<file path="src/rtl/regfile_pkg.sv">
// Shared constants for the pipelined MIPS register file and its pending-write scoreboard.
package regfile_pkg;
  localparam int unsigned DATA_W_DEF = 32;
  localparam int unsigned ADDR_W_DEF = 5;
  localparam int unsigned REG_ZERO   = 0;
  localparam int unsigned HI_IDX     = 0;
  localparam int unsigned LO_IDX     = 1;
  localparam int unsigned HILO_N     = 2;
endpackage

</file>
<file path="src/rtl/reg_scoreboard.sv">
// Pending-write bits for every GPR plus the HI/LO pair; a set and a clear on the
// same edge leave the bit set because a newer producer has already issued.
module reg_scoreboard
  import regfile_pkg::*;
#(
  parameter int unsigned ADDR_W   = ADDR_W_DEF,
  parameter bit          ZERO_REG = 1'b1,
  parameter bit          BYPASS   = 1'b1
) (
  input  logic              clk,
  input  logic              rst,
  input  logic              set,
  input  logic [ADDR_W-1:0] set_addr,
  input  logic              clr,
  input  logic [ADDR_W-1:0] clr_addr,
  input  logic              hilo_set,
  input  logic              hilo_clr,
  input  logic [ADDR_W-1:0] rd_addr_a,
  input  logic [ADDR_W-1:0] rd_addr_b,
  output logic              busy_a,
  output logic              busy_b,
  output logic              busy_hilo
);
  localparam int unsigned NREGS    = 2 ** ADDR_W;
  localparam int unsigned IDX_W    = ADDR_W + 1;
  localparam int unsigned HILO_BIT = NREGS;

  logic [NREGS:0] pend;
  logic [NREGS:0] pend_nxt;
  logic           retire_a;
  logic           retire_b;

  // Clear first, then set, so a simultaneous set wins.
  always_comb begin
    pend_nxt = pend;
    for (int unsigned i = 0; i < NREGS; i++) begin
      if (clr && clr_addr == ADDR_W'(i))
        pend_nxt[i] = 1'b0;
      if (set && set_addr == ADDR_W'(i) && !(ZERO_REG && i == REG_ZERO))
        pend_nxt[i] = 1'b1;
    end
    if (hilo_clr)
      pend_nxt[HILO_BIT] = 1'b0;
    if (hilo_set)
      pend_nxt[HILO_BIT] = 1'b1;
  end

  always_ff @(posedge clk or posedge rst) begin
    if (rst)
      pend <= '0;
    else
      pend <= pend_nxt;
  end

  // A retiring write hides the pending bit so it agrees with the forwarded data.
  always_comb begin
    retire_a = BYPASS && clr && (clr_addr == rd_addr_a) && !(set && set_addr == rd_addr_a);
    retire_b = BYPASS && clr && (clr_addr == rd_addr_b) && !(set && set_addr == rd_addr_b);
  end

  assign busy_a    = pend[IDX_W'(rd_addr_a)] && !retire_a;
  assign busy_b    = pend[IDX_W'(rd_addr_b)] && !retire_b;
  assign busy_hilo = pend[HILO_BIT];

endmodule

</file>
<file path="src/rtl/regfile_bypass.sv">
// Pipelined MIPS register file: two combinational read ports with optional
// writeback forwarding, a HI/LO pair, and a pending-write scoreboard for decode.
module regfile_bypass
  import regfile_pkg::*;
#(
  parameter int unsigned DATA_W   = DATA_W_DEF,
  parameter int unsigned ADDR_W   = ADDR_W_DEF,
  parameter bit          ZERO_REG = 1'b1,
  parameter bit          BYPASS   = 1'b1
) (
  input  logic              clk,
  input  logic              rst,
  input  logic [ADDR_W-1:0] rd_addr_a,
  input  logic [ADDR_W-1:0] rd_addr_b,
  output logic [DATA_W-1:0] rd_data_a,
  output logic [DATA_W-1:0] rd_data_b,
  input  logic              we,
  input  logic [ADDR_W-1:0] wr_addr,
  input  logic [DATA_W-1:0] wr_data,
  input  logic              hilo_we,
  input  logic [DATA_W-1:0] hi_wdata,
  input  logic [DATA_W-1:0] lo_wdata,
  output logic [DATA_W-1:0] hi_rdata,
  output logic [DATA_W-1:0] lo_rdata,
  input  logic              busy_set,
  input  logic [ADDR_W-1:0] busy_addr,
  output logic              busy_a,
  output logic              busy_b,
  output logic              busy_hilo,
  input  logic              hilo_busy_set
);
  localparam int unsigned NREGS = 2 ** ADDR_W;

  logic [DATA_W-1:0] mem  [NREGS];
  logic [DATA_W-1:0] hilo [HILO_N];
  logic              wr_ok;

  assign wr_ok = we && !(ZERO_REG && wr_addr == ADDR_W'(REG_ZERO));

  always_ff @(posedge clk or posedge rst) begin
    if (rst) begin
      for (int unsigned i = 0; i < NREGS; i++)
        mem[i] <= '0;
      for (int unsigned i = 0; i < HILO_N; i++)
        hilo[i] <= '0;
    end else begin
      if (wr_ok)
        mem[wr_addr] <= wr_data;
      if (hilo_we) begin
        hilo[HI_IDX] <= hi_wdata;
        hilo[LO_IDX] <= lo_wdata;
      end
    end
  end

  // Read muxes: stored value, then forwarding, then the hardwired zero on top.
  always_comb begin
    rd_data_a = mem[rd_addr_a];
    if (BYPASS && we && wr_addr == rd_addr_a)
      rd_data_a = wr_data;
    if (rst || (ZERO_REG && rd_addr_a == ADDR_W'(REG_ZERO)))
      rd_data_a = '0;

    rd_data_b = mem[rd_addr_b];
    if (BYPASS && we && wr_addr == rd_addr_b)
      rd_data_b = wr_data;
    if (rst || (ZERO_REG && rd_addr_b == ADDR_W'(REG_ZERO)))
      rd_data_b = '0;

    hi_rdata = hilo[HI_IDX];
    lo_rdata = hilo[LO_IDX];
    if (BYPASS && hilo_we && !rst) begin
      hi_rdata = hi_wdata;
      lo_rdata = lo_wdata;
    end
  end

  reg_scoreboard #(
    .ADDR_W   (ADDR_W),
    .ZERO_REG (ZERO_REG),
    .BYPASS   (BYPASS)
  ) u_sb (
    .clk       (clk),
    .rst       (rst),
    .set       (busy_set),
    .set_addr  (busy_addr),
    .clr       (we),
    .clr_addr  (wr_addr),
    .hilo_set  (hilo_busy_set),
    .hilo_clr  (hilo_we),
    .rd_addr_a (rd_addr_a),
    .rd_addr_b (rd_addr_b),
    .busy_a    (busy_a),
    .busy_b    (busy_b),
    .busy_hilo (busy_hilo)
  );

endmodule

</file>
<file path="config.mk">
export PLATFORM = sky130hd
export DESIGN_NAME = regfile_bypass
export DESIGN_NICKNAME = d
export VERILOG_FILES = /design/src/rtl/regfile_pkg.sv /design/src/rtl/reg_scoreboard.sv /design/src/rtl/regfile_bypass.sv
export SDC_FILE = /design/constraint.sdc
export NUM_CORES = 2
export LEC_CHECK = 0
export CORE_UTILIZATION = 44
export DETAILED_ROUTE_END_ITERATION = 8
export REMOVE_ABC_BUFFERS = 1
export SLEW_MARGIN = 20
export SYNTH_ARGS = -nofsm -noshare
export SYNTH_HDL_FRONTEND = slang
export SYNTH_HIERARCHICAL = 1
export SYNTH_SLANG_ARGS = --single-unit
</file>
<file path="constraint.sdc">
create_clock -name clk -period 61.3 [get_ports clk]
set_input_delay 9.195 -clock clk [delete_from_list [all_inputs] [get_ports clk]]
set_output_delay 9.195 -clock clk [all_outputs]
set_load 0.005 [all_outputs]
</file>
==> results.txt <==
- Final period demand of the worst path: 22.76 ns
- After clock tree synthesis, the clock-pin slew on the worst setup and hold paths is 0.06 ns.
- Fin Hold WS: about 0.4 ns
* Total DRC errors in the routed layout: 0
* R2R cell count: 1
- Counting along the longest clock path gives a buffer depth of 3.
- In this run the cell area of the synthesized design comes to 59900 µm².
* Main area contributors after synthesis: sky130_fd_sc_hd__dfrtp_1 47%, sky130_fd_sc_hd__mux2_2 21%, sky130_fd_sc_hd__mux4_2 15%
- The worst setup path is launched from an input port.
- Cell with the most instances after synthesis: sky130_fd_sc_hd__dfrtp_1
- After routing the design area is 68000 µm².
- Cell Count Post-Placement: slightly below 6000
- CP required: 52.11 ns
* Number of buffers created by CTS: between 100 and 150
- Across the VDD grid, the largest voltage drop is ~0.026 mV.
- The number of slew-limit violations in the final report is 0.
- Met1 track demand over resource: around two fifths
* Class of the most critical hold timing path: reg -> reg
- Dividing total power by cell area gives a power density of around 32 nW/µm².
- After clock tree synthesis, the repair step resized 0 gates.
* Effective utilization at floorplan: 44.3%
- DIE AREA: 138000 µm²
- After routing, the total negative slack on setup checks comes to 0 ns.
* Post-CTS Setup Inserts: 0
* Clock sinks: between 1000 and 1500
- CTS tree: done
* Cell taking the most area after synthesis: sky130_fd_sc_hd__dfrtp_1
- Counting flops and latches in the post-synthesis netlist gives 1120.
- Before antenna repair, the detailed router went through 5 iterations.
- Prior to clock tree synthesis, the placed netlist has a worst setup slack of 38.50 ns.
- The worst hold path begins at mem[1019].
- Estimated wirelength of the detail-placed design: roughly 98000 µm
- Worst slew margin: 27.8%
- The first global-routing pass estimated 282000 µm of wire.
- In this run the worst path has a maximum fanout of between 100 and 150.
* Die Wd: approximately 370 µm
* Final setup vio count: 0
- Total I/O pin count: 253
- Based on the critical path, the design can be clocked at up to approximately 0.044 GHz.
* Largest net degree at the start of global routing: 170
* Arrival time reported for the critical path endpoint: 13.57 ns
- CTS Root Buffer Type: sky130_fd_sc_hd__clkbuf_16
- Core area: 135000 µm²
* Worst setup margin: between 30 and 40 ns
- Area after DPL: 63700 µm²
- Non-filler instance count after layout: 6075
- At the pin with the least slew margin, the transition time is 1.08 ns.
- Compared with the post-synthesis result, the final layout area differs by 13.4%.
- Status: finished, final reports clean
- Top-area cell type share of the netlist area: 46.8%
* Number of buffers inserted for hold repair after clock tree synthesis: 0
* H-tree depth: 3
- For this run, the number of Yosys warnings is 6.
- During placement, the flow inserted port buffers numbering approximately 250.
* Cell Rows: 135
- In the synthesized netlist the dominant register cell turns out to be sky130_fd_sc_hd__dfrtp_1.
- Tot GR Track Use: about 28%
* Height of the die: 371 µm
- The detailed router placed 39516 vias in this run.
* Post-synth EDFFs: 0
- Seq/Total Area, Yosys: 46.8%
- In this run the mean area of a mapped cell was 14.4 µm².
- Share of flip-flops with an asynchronous set or reset: 100%
- Start of the worst register-to-register path: mem[612]
- Most utilized layer in the global route result: met2
* Skew final: 0 ns
- Cells with a size suffix above 1 make up between 40% and 50% of the layout.
- After the first detailed-routing iteration, the DRC count stood at 3616.
- For this run, global-route usage on met3 was measured as between 5 and 6%.
- Global routing used 42.7% of the available met2 tracks.
- At the end of the flow the core is filled with cells to 50.2%.
- Final Routed Wirelength: 190000 µm
- Setup repair after global routing missed its margin: no
* Count of distinct cell types in the synthesized netlist: 51
- Number of standard cells after synthesis: 4169
- The worst setup path is of the in -> out kind.
* Max-cap violation count: 0
- The initial antenna violation count came to 4.
* Clock latency of the later-clocked register in the worst-skew pair: between 0.7 and 0.8 ns
- Via count of the first global-routing pass: 40264
- LEAKAGE: 29.0 nW
* Routed via count divided by cell count: approximately 6.5
- The worst setup path is captured at an output pin.
- Final Wtd Congestion: 0.776
- After detailed routing, the average wire length per cell comes to 31.3 µm.
- Total power for the finished layout comes to 2.19 mW.
- The total overflow left after global routing is 0.
* Crit. Startpoint: rd_addr_a[1]
- The worst path uses 37.1% of the clock period.
- Cells on Worst Hold Path: 0
- In this run the remaining antenna-violating nets after routing total 0.
* Top cells by count, synth: 1120 x sky130_fd_sc_hd__dfrtp_1, 1109 x sky130_fd_sc_hd__mux2_2, 392 x sky130_fd_sc_hd__mux4_2
- Number of nets in the finished design: approximately 4300
- The number of failing hold endpoints at the final stage was 0.
## final cells by class
class / count / area, µm²
timing repair buffer: 365 / 3420
fill: 11597 / 67300
clock buffer: 174 / 3570
clock inverter: 55 / 731
antenna: 1 / 2.50
inverter: 9 / 41.3
tap: 1781 / 2230
sequential: 1120 / 28000
multi-input combinational: 2570 / 29900
## path summary, 6_finish.rpt
path	end	slack (ns)
max	rd_data_a[29]	38.54
min	mem[1019]	0.39
max reg2reg	mem[612]	60.47
min reg2reg	mem[1019]	0.39
max in group asynchronous	mem[880]	48.42
min in group asynchronous	u_sb/pend[26]	9.16
## worst max-delay path: stages
cell and delay [ns]:
sky130_fd_sc_hd__buf_8 0.71, sky130_fd_sc_hd__buf_12 0.78, sky130_fd_sc_hd__buf_4 0.86, sky130_fd_sc_hd__mux4_2 0.42, sky130_fd_sc_hd__a22o_1 0.24, sky130_fd_sc_hd__a211oi_1 0.46
sky130_fd_sc_hd__a21oi_1 0.13, sky130_fd_sc_hd__a22o_1 0.22, sky130_fd_sc_hd__clkdlybuf4s50_1 0.45
## state kept, by name (all words and copies together) (netlist names)
signal and flops:
mem 1024, hilo 64, u_sb/pend 32
## per-layer routing
layer  vias up  wire length (µm)  part of all wire (%)
met5         -                 0                     0
met4         0              5850                   3.1
met3       324             14600                   7.7
met2      1559             86000                    45
met1     21382             83500                    44
li1      16251                 -                     -
## power by group
part | internal (mW) | switching (mW) | total [mW]
clock | 0.467 | 0.320 | 0.788
sequential | 0.877 | 0.0965 | 0.974
combinational | 0.256 | 0.172 | 0.428
## cell families (layout without fill, tap and decap cells)
kind of cell	count (synthesis)	after routing	synth area share, %
XOR/XNOR	29	29	0.424
multiplexers	1782	1782	40.4
AND/OR/NAND/NOR	134	134	1.19
buffers and inverters	479	603	3.71
other	0	1	0
AO/OA/AOI/OAI	625	625	7.57
flip-flops	1120	1120	46.8
## cells in the final DEF, fill, tap and decap left out, types with 17 or more instances in the layout
cell type,n
sky130_fd_sc_hd__a22oi_1,128
sky130_fd_sc_hd__mux2i_1,263
sky130_fd_sc_hd__mux4_2,392
sky130_fd_sc_hd__xnor2_1,17
sky130_fd_sc_hd__clkinv_2,23
sky130_fd_sc_hd__o221ai_1,32
sky130_fd_sc_hd__a21oi_1,97
sky130_fd_sc_hd__clkbuf_1,20
sky130_fd_sc_hd__mux2_2,1109
sky130_fd_sc_hd__a221oi_1,66
sky130_fd_sc_hd__a22o_1,64
sky130_fd_sc_hd__o21bai_1,32
sky130_fd_sc_hd__o21ai_0,64
sky130_fd_sc_hd__clkdlybuf4s50_1,235
sky130_fd_sc_hd__clkbuf_8,32
sky130_fd_sc_hd__a211oi_1,63
sky130_fd_sc_hd__o22ai_1,33
sky130_fd_sc_hd__nor2_4,21
sky130_fd_sc_hd__dfrtp_1,1120
sky130_fd_sc_hd__clkbuf_16,122
sky130_fd_sc_hd__a211o_1,34
sky130_fd_sc_hd__buf_4,109
(Power assumes the default switching activity.)
